**config.mk**
```make
export PLATFORM = sky130hd
export DESIGN_NAME = nonce_batch_scheduler
export DESIGN_NICKNAME = d
export VERILOG_FILES = /design/src/rtl/nonce_batch_scheduler.sv
export SDC_FILE = /design/constraint.sdc
export NUM_CORES = 2
export LEC_CHECK = 0
export ABC_AREA = 1
export CELL_PAD_IN_SITES_DETAIL_PLACEMENT = 1
export CELL_PAD_IN_SITES_GLOBAL_PLACEMENT = 1
export CORE_UTILIZATION = 41
export DETAILED_ROUTE_END_ITERATION = 12
export PLACE_DENSITY = 0.91
export SYNTH_ARGS = -nofsm -noshare
export SYNTH_HDL_FRONTEND = slang
export SYNTH_SLANG_ARGS = --single-unit
```
**constraint.sdc**
```tcl
create_clock -name clk -period 17.49 [get_ports clk]
set_input_delay 2.6235 -clock clk [delete_from_list [all_inputs] [get_ports clk]]
set_output_delay 2.6235 -clock clk [all_outputs]
set_load 0.1 [all_outputs]
```
**src/rtl/nonce_batch_scheduler.sv**
```systemverilog
// Nonce batch scheduler: hands BATCH-nonce jobs to a pool of hash cores and tracks the best hit.
// Optional SCHED_STATS_EN adds stat_jobs / stat_cycles counters.
module nonce_batch_scheduler #(
    parameter int NUM_CORES = 4,
    parameter int BATCH     = 16,
    parameter int LANE_W    = 4
) (
    input  logic                          clk,
    input  logic                          reset_n,
    input  logic                          start,
    input  logic                          abort,
    input  logic [31:0]                   nonce_first,
    input  logic [31:0]                   nonce_last,
    input  logic [31:0]                   target,
    output logic                          busy,
    output logic                          done,
    output logic                          found,
    output logic [31:0]                   found_nonce,
    output logic [31:0]                   found_h0,
    output logic [NUM_CORES-1:0]          core_start,
    output logic [NUM_CORES*32-1:0]       core_base,
    input  logic [NUM_CORES-1:0]          core_done,
    input  logic [NUM_CORES*32-1:0]       core_best_h0,
    input  logic [NUM_CORES*LANE_W-1:0]   core_best_lane
`ifdef SCHED_STATS_EN
    ,
    output logic [31:0]                   stat_jobs,
    output logic [31:0]                   stat_cycles
`endif
);

    typedef enum logic [1:0] {IDLE, RUN, DRAIN, FINISH} state_t;

    state_t               state;
    logic [32:0]          next_nonce;
    logic [31:0]          last_q;
    logic [31:0]          tgt_q;
    logic [NUM_CORES-1:0] cbusy;
    logic [31:0]          base_q [NUM_CORES];

    logic [NUM_CORES-1:0] pick;
    logic                 any_idle;
    logic                 stop;
    logic                 disp;
    logic                 hit_v;
    logic [31:0]          hit_h0;
    logic [31:0]          hit_n;
    logic                 take_hit;

    // Ordering shared by per-cycle selection and merge: lower h0, then lower nonce
    function automatic logic better(input logic [31:0] ha, input logic [31:0] na,
                                    input logic [31:0] hb, input logic [31:0] nb);
        return (ha < hb) || ((ha == hb) && (na < nb));
    endfunction

    always_comb begin
        pick     = '0;
        any_idle = 1'b0;
        for (int i = 0; i < NUM_CORES; i++) begin
            if (!cbusy[i] && !any_idle) begin
                pick[i]  = 1'b1;
                any_idle = 1'b1;
            end
        end
        stop = (next_nonce > {1'b0, last_q}) || found || abort;
        disp = (state == RUN) && !stop && any_idle;
    end

    always_comb begin
        logic [31:0] cand;
        logic [31:0] h0;
        logic        ok;
        hit_v  = 1'b0;
        hit_h0 = '0;
        hit_n  = '0;
        cand   = '0;
        h0     = '0;
        ok     = 1'b0;
        for (int i = 0; i < NUM_CORES; i++) begin
            h0   = core_best_h0[i*32 +: 32];
            cand = base_q[i] + 32'(core_best_lane[i*LANE_W +: LANE_W]);
            ok   = ((state == RUN) || (state == DRAIN)) && core_done[i] && cbusy[i]
                   && (h0 < tgt_q) && (cand <= last_q);
            if (ok && (!hit_v || better(h0, cand, hit_h0, hit_n))) begin
                hit_v  = 1'b1;
                hit_h0 = h0;
                hit_n  = cand;
            end
        end
        take_hit = hit_v && (!found || better(hit_h0, hit_n, found_h0, found_nonce));
    end

    always_comb begin
        for (int i = 0; i < NUM_CORES; i++) core_base[i*32 +: 32] = base_q[i];
    end

    always_ff @(posedge clk or negedge reset_n) begin
        if (!reset_n) begin
            state       <= IDLE;
            next_nonce  <= '0;
            last_q      <= '0;
            tgt_q       <= '0;
            cbusy       <= '0;
            busy        <= 1'b0;
            done        <= 1'b0;
            found       <= 1'b0;
            found_nonce <= '0;
            found_h0    <= '0;
            core_start  <= '0;
            for (int i = 0; i < NUM_CORES; i++) base_q[i] <= '0;
`ifdef SCHED_STATS_EN
            stat_jobs   <= '0;
            stat_cycles <= '0;
`endif
        end else begin
            core_start <= '0;
            done       <= 1'b0;
            // A core finishing this cycle is not in pick, so it waits a cycle
            cbusy      <= (cbusy & ~core_done) | (disp ? pick : '0);
            if (take_hit) begin
                found       <= 1'b1;
                found_nonce <= hit_n;
                found_h0    <= hit_h0;
            end
            if (disp) begin
                core_start <= pick;
                next_nonce <= next_nonce + 33'(BATCH);
                for (int i = 0; i < NUM_CORES; i++)
                    if (pick[i]) base_q[i] <= next_nonce[31:0];
            end
`ifdef SCHED_STATS_EN
            if (busy) stat_cycles <= stat_cycles + 32'd1;
            if (disp) stat_jobs <= stat_jobs + 32'd1;
`endif
            unique case (state)
                IDLE: begin
                    if (start) begin
                        state       <= RUN;
                        busy        <= 1'b1;
                        next_nonce  <= {1'b0, nonce_first};
                        last_q      <= nonce_last;
                        tgt_q       <= target;
                        found       <= 1'b0;
                        found_nonce <= '0;
                        found_h0    <= '0;
`ifdef SCHED_STATS_EN
                        stat_jobs   <= '0;
                        stat_cycles <= '0;
`endif
                    end
                end
                RUN: begin
                    if (stop) state <= DRAIN;
                end
                DRAIN: begin
                    if (cbusy == '0) begin
                        state <= FINISH;
                        busy  <= 1'b0;
                        done  <= 1'b1;
                    end
                end
                FINISH: state <= IDLE;
                default: state <= IDLE;
            endcase
        end
    end

endmodule

```
### Yosys cells after proc, flatten, opt, wreduce, memory -nomap -nowiden

Index checks and enable logic that the tools add are counted.

| operators by class | value |
|---|---|
| bitwise operators | 4 |
| $add $sub $neg | 5 |
| muxes and demuxes | 41 |
| reductions and logical operators | 60 |
| equality and inequality tests | 10 |
| order comparisons | 17 |

Operators by type and width:

| kind | number |
|---|---|
| two-way mux 32 bit | 14 |
| less-than comparator 32 bit | 12 |
| adder 32 x 4 -> 32 bit | 4 |
| equality test 32 bit | 4 |
| less-or-equal comparator 32 bit | 4 |
| two-way mux 33 bit | 3 |
| adder 33 x 5 -> 33 bit, second input constant | 1 |
| > comparator 33 x 32 -> 1 bit | 1 |
| logical AND 1 bit | 29 |
| two-way mux 1 bit | 18 |
| logical OR 1 bit | 11 |
| logical NOT 1 bit | 10 |
| AND reduction 2 bit | 5 |
| case mux 2 bit (4 select lines) | 1 |
| two-way mux 2 bit | 3 |
| AND reduction 3 bit | 2 |
| bitwise AND 4 bit | 1 |
| equality test 2 bit, second input constant | 2 |
| logical NOT 4 bit | 1 |
| two-way mux 4 bit | 1 |
| inequality test 2 bit, second input constant | 2 |
| NOT 4 bit | 1 |
| bitwise OR 4 bit | 1 |
| equality test 2 x 1 -> 1 bit, second input constant | 1 |
| other kinds (5) | 5 |

| word-level totals | value |
|---|---|
| bits in registers | 302 |
| output and inout port bits | 199 |
| input port bits | 248 |
| word-level logic and storage cells | 152 |

### Depth between registers and ports, before layout

| depth | value |
|---|---|
| word-level depth | 33 |
| depth in mapped cells | 103 |
| depth with buffers taken out | 96 |

### Worst setup path after synthesis

No wires, ideal clock.

| path | value |
|---|---|
| path type | in2reg |
| from | input port core_best_lane[0] |
| to | register found_nonce[10] |
| arrival | 15.045 ns |
| setup slack | 2.329 ns |
| buffers on the path | 8 |
| library setup time | 0.117 ns |
| stages on the path | 94 |
| data required time | 17.373 ns |
| cells stage by stage | ha_1 -> inv_1 -> fa_1 -> nor2_1 -> a211oi_1 -> or2_2 -> nor2_1 -> nand3_1 -> nor3_1 -> nand4_1 -> nor3_1 -> nand3_1 -> nor2_1 -> nand3_1 -> nor2_1 -> inv_1 -> nor4_1 -> inv_1 -> (+58 left out) -> inv_1 -> buf_2 -> clkbuf_1 -> o21ai_0 -> ha_1 -> nand2_1 -> nor2_1 -> nand4_1 -> a2111oi_0 -> nand3b_1 -> nor2_1 -> nand2_1 -> nand2_2 -> nand2_4 -> buf_6 -> buf_6 -> nor2_1 -> nor2_1 |

| between the ends | value |
|---|---|
| longest elaborated chain between the ends | 30 |
| elaborated cells on any way between the ends | 49 |
| those cells by class | add/sub (1); order compare (9); eq/ne (4); mux (15); reduce/logical (20) |

Ends and longest elaborated chain:

| item | RTL line | source |
|---|---|---|
| from (decl) | 24 | `input logic [NUM_CORES*LANE_W-1:0] core_best_lane` |
| adder 32 x 4 -> 32 bit (*) | 81 | `cand = base_q[i] + 32'(core_best_lane[i*LANE_W +: LANE_W]);` |
| less-or-equal comparator 32 bit | 83 | `&& (h0 < tgt_q) && (cand <= last_q);` |
| logical AND 1 bit | 83 |  |
| two-way mux 32 bit | 84 | `if (ok && (!hit_v \|\| better(h0, cand, hit_h0, hit_n))) begin` |
| less-than comparator 32 bit or equality test 32 bit (tied branches) | 53 | `return (ha < hb) \|\| ((ha == hb) && (na < nb));` |
| logical AND 1 bit | 53 |  |
| logical OR 1 bit | 53 |  |
| logical OR 1 bit | 84 |  |
| (+14 left out) | -- |  |
| less-than comparator 32 bit or equality test 32 bit (tied branches) | 53 |  |
| logical AND 1 bit | 53 |  |
| logical OR 1 bit | 53 |  |
| logical OR 1 bit | 90 | `take_hit = hit_v && (!found \|\| better(hit_h0, hit_n, found_h0, found_nonce));` |
| logical AND 1 bit | 90 |  |
| two-way mux 32 bit (*) | 120 | `if (take_hit) begin` |
| two-way mux 32 bit | 137 | `if (start) begin` |
| two-way mux 32 bit (*) | 135 | `unique case (state)` |
| to (signal assigned) | 122 | `found_nonce <= hit_n;` |
| to (decl) | 18 | `output logic [31:0] found_nonce,` |

Every way passes the cells marked *; elsewhere a longest branch is shown, timed or not.
A chain may end at the register's enable or synchronous reset.

### Worst setup path in the final report

| path | value |
|---|---|
| from | input port core_best_lane[0] |
| to | register found_h0[2] |

| between the ends | value |
|---|---|
| longest elaborated chain between the ends | 30 |
| elaborated cells on any way between the ends | 49 |
| those cells by class | add/sub (1); order compare (9); eq/ne (4); mux (15); reduce/logical (20) |

Ends and longest elaborated chain:

| item | RTL line | source |
|---|---|---|
| adder 32 x 4 -> 32 bit (*) | 81 |  |
| less-or-equal comparator 32 bit | 83 |  |
| logical AND 1 bit | 83 |  |
| two-way mux 32 bit | 84 |  |
| less-than comparator 32 bit or equality test 32 bit (tied branches) | 53 |  |
| logical AND 1 bit | 53 |  |
| logical OR 1 bit | 53 |  |
| logical OR 1 bit | 84 |  |
| (+14 left out) | -- |  |
| less-than comparator 32 bit or equality test 32 bit (tied branches) | 53 |  |
| logical AND 1 bit | 53 |  |
| logical OR 1 bit | 53 |  |
| logical OR 1 bit | 90 |  |
| logical AND 1 bit | 90 |  |
| two-way mux 32 bit (*) | 120 |  |
| two-way mux 32 bit | 137 |  |
| two-way mux 32 bit (*) | 135 |  |
| to (signal assigned) | 123 | `found_h0 <= hit_h0;` |
| to (decl) | 19 | `output logic [31:0] found_h0,` |

Marks and branches as above.

==> results.md <==
Route:
- In the routed design, unresolved DRC markers number 0.
- The total wire length after detailed routing is 129.7 mm.
- Before antenna repair, the detailed router went through 5 iterations.
- The via count is 31370.
- Dividing the detail-routed via count by the number of cells gives 5.780.
- Dividing the detail-routed wire length by the instance count gives 23.89 microns.
- The remaining antenna violation count is 0.
- The violation count after the first detailed-routing iteration is 2548.

Worst setup path:
- The family with the most delay on the worst path is simple AND/OR/NAND/NOR gates.
- The flop-to-flop setup slack is 2.78 ns.
- The worst flop-to-flop path endpoint is found_h0[2].
- The number of cells on the worst reg-to-reg path is 90.
- The arrival time of the worst setup path is 17.38 ns.
- In this run the worst path has a maximum fanout of 32.
- The required time reported for the critical path endpoint is 17.97 ns.
- STA classifies the critical path startpoint as an input port.
- In this run the critical register-to-register path is launched from core_base[0].
- The critical path contains buffers and inverters numbering 16 combined.
- The largest single stage delay on the critical path is 0.52 ns.
- The category of the worst setup path capture point is a register.
- The cell repeated most along the worst path is nand2_1.
- The critical-path cell with the highest stage delay is clkdlybuf4s50_1.
- The setup path with the least slack is of type in -> reg.
- The most critical setup path has its startpoint at core_best_lane[0].

Timing:
- The actual slew at the worst max-slew pin is 1.426 ns.
- The final critical-path required period is 16.90 ns.
- The max-slew headroom at the worst pin is 2.473%.
- The ratio of final minimum period to clock period is 96.61%.
- The worst setup skew after layout is 0.02545 ns.
- In the post-route analysis, the smallest setup slack over all paths is 0.5927 ns.
- Setup violations remaining at the end of the flow were counted as 0.
- The total count of hold-check failures in the final report is 0.
- For this run, the top clock speed supported by timing is 59.18 MHz.
- The final number of max-transition violations is 0.

Cells and area:
- For this run, the share of the core covered by cells in the final layout is 52.38%.
- The count of fill cells added during filler insertion is 8855.
- The net count of the finished layout is 5248.
- Of the cells placed in the final design, the portion with a size suffix greater than 1 is 5.058%.
- With fillers left out, the area of the finished cells amounts to 36740 sq um.
- The count of non-filler cells in the finished layout is 5428.
- Compared with the post-synthesis result, the final layout area differs by 26.37%.

Clocking:
- The clock-pin slew on the worst setup and hold paths is 0.06 ns.
- The clock reaches the later pin of the worst-skew pair after 0.59 ns.
- The number of sinks handled by clock tree synthesis is 302.
- The total clock buffers created by CTS is 39.
- The root buffer cell is clkbuf_16.
- The clock passes through at most 3 buffers.
- The number of hold buffers added after CTS was 0.
- The H-tree generated during clock tree synthesis spans 2 levels.
- The clock tree from TritonCTS is built.

Die:
- Row generation in the floorplan step produced 97 rows.
- The core region area is 70150 sq um.
- The die boundary width is 268.3 microns.
- The die area is 71980 sq um.
- The die height is 268.3 microns.
- The initial core utilization is 41.45%.
- The number of I/O pins is 447.

Worst hold path:
- The worst hold path was traced through 2 stages.
- The end point of the worst hold path is busy.
- The class of the worst hold path is reg -> reg.
- The startpoint of the tightest hold check path is busy.

Logic synthesis:
- The mapped netlist covers 29080 sq um.
- The average size of a mapped cell is 7.318 sq um.
- The total of flip-flops plus latches after synthesis is 302.
- The gate count after technology mapping is 3973.
- The most used flip-flop cell after synthesis is dfrtp_1.
- The synthesized netlist contains 56 unique library cells.
- Yosys printed 0 warnings.
- The sequential area share after synthesis is 25.99%.
- Counting flops with an async set or reset pin after synthesis yields a share of 100.0%.
- The synthesized net count is 4781.
- The number of flops mapped to enable cells by yosys is 0.

Global route:
- The first global-routing pass estimated 189.1 mm of wire.
- Summed over all layers, the global routing overflow is 0.
- The pin count of the biggest net entering global routing is 98.
- The overall routing resource usage is 34.53%.
- The number of antenna violations at the first check in global routing is 20.
- The number of global-route vias before repair was 31900.

Placement:
- Detailed placement ended at an HPWL of 103.5 mm.
- The post-placement worst setup slack is -1.361 ns.
- The cell count after placement is 5322.
- The weighted congestion at the end of routability-driven global placement is 0.9997.
- The count of buffers inserted at the top-level ports is 446.
- The instance area at placement is 34900 sq um.

Power:
- For this design the ratio of total power to cell area is 168.1 nW/um^2.
- Summed over all cells, the static leakage comes to 18.31 nW.
- The power after layout is 6.178 mW.
- VDD sags by at most 0.0001865 V.

Flow run:
- The number of violations of the max-capacitance limit is 1.

Outcome:
- The final reports fail on capacitance limit.
- The flow ran to the end, but the final reports show violations.
cells by family (layout without fill, tap and decap cells):
family,after synthesis,in the layout,synth area share (%)
AND/OR/NAND/NOR,1555,1556,22.15
AO/OA/AOI/OAI,827,827,15.57
buffers and inverters,589,1083,7.776
adder cells (fa/ha/maj),560,560,24.20
flip-flops,302,302,25.99
XOR/XNOR,118,118,3.555
multiplexers,22,22,0.7574
other,0,20,0
synth_stat cells (all sizes together), types with 8 or more instances:
master	count	area, sq um
o21ai	443	2217
a2111oi	8	71.32
o221ai	10	87.58
nor2	268	1006
o21bai	8	60.06
clkbuf	91	341.6
buf	21	128.9
nor4	28	175.2
o211ai	16	120.1
a21o	9	67.56
a211oi	30	225.2
nand2	1011	3825
inv	475	1783
nor3	57	300.3
a21oi	251	1260
nand3b	17	127.6
xnor2	24	210.2
mux2i	22	220.2
nand4	80	500.5
xor2	94	823.3
ha	556	6957
nand3	78	390.4
dfrtp	302	7557
a31oi	13	81.33
layout by cell type (no fill, tap or decap), drive strengths merged, types with 6 or more instances in the layout:
master            n
dfrtp           302
o211ai           16
xor2             94
ha              556
nor4             28
o221ai           10
nand2          1012
a211oi           30
mux2i            22
buf              85
inv             477
nor2            268
nand3b           17
diode            20
clkinv           18
clkbuf           53
nand3            78
xnor2            24
nand4            80
o21bai            8
o21a              6
nor3             57
clkdlybuf4s50   445
a31oi            13
a21o              9
o21ai           443
a21oi           251
a221oi            6
a2111oi           8
o2111ai           6
tightest hold or removal path: stages, from the launching register on:
cell and delay (ns):
dfrtp_1 0.36, nand2_1 0.05, o21ai_0 0.06
area by class of cell:
type | count | area, sq um | area share, %
diodes | 20 | 50.05 | 0.1362
clock inverters | 22 | 239.0 | 0.6504
repair inverters | 1 | 6.256 | 0.01703
repair buffers | 536 | 5395 | 14.68
well taps | 940 | 1176 | 3.201
flip-flops and latches | 302 | 7557 | 20.57
multi-input cells | 3083 | 19500 | 53.07
inverters | 477 | 1805 | 4.914
clock buffers | 47 | 1016 | 2.765
per-layer routing:
layer	global-route usage (%)	part of all wire (%)	up-vias	wire length [microns]
li1	-	-	14380	-
met1	44.89	42	15450	54250
met2	56.32	46	1214	59830
met3	5.232	7.1	319	9210
met4	15.66	4.9	4	6379
met5	0	0.023	-	30
registers in the layout, indices dropped and copies added (netlist names):
signal,count
busy,1
cbusy,4
core_start,4
found,1
tgt_q,32
last_q,32
found_nonce,32
state,2
next_nonce,33
core_base,128
done,1
found_h0,32
power by group:
| part | leakage [nW] | internal [mW] | total [mW] | switching, mW |
|---|---|---|---|---|
| registers | 3.84 | 0.950 | 1.23 | 0.280 |
| clock network | 0.619 | 0.465 | 0.819 | 0.354 |
| logic | 13.8 | 1.19 | 4.13 | 2.94 |
| total | 18.3 | 2.61 | 6.18 | 3.57 |
worst max-delay path by stage:
stage          slack [ns]  cells after the start              end
6_report             0.59                     91      found_h0[2]
5_1_grt             -0.24                     91      found_h0[2]
4_1_cts             0.005                     90      found_h0[2]
3_5_place_dp        -1.36                     87      found_h0[2]
3_3_place_gp        -0.46                     88     found_h0[15]
2_1_floorplan        2.33                     94  found_nonce[10]
timing repair:
action,in CTS,in global routing
buffers inserted,0,8
pin swaps,1,22
setup endpoints to repair,64,64
resized for setup,12,80
gates cloned,0,9
through the flow:
stage,hold slack (ns),setup TNS [ns]
final,0.5167,0
after global routing,0.5666,-10.94
after CTS,0.5174,0
after detailed placement,0.5038,-82.68
after global placement,0.4657,-26.18
after floorplan,0.4807,0
Power figures use the tool's default switching activity.
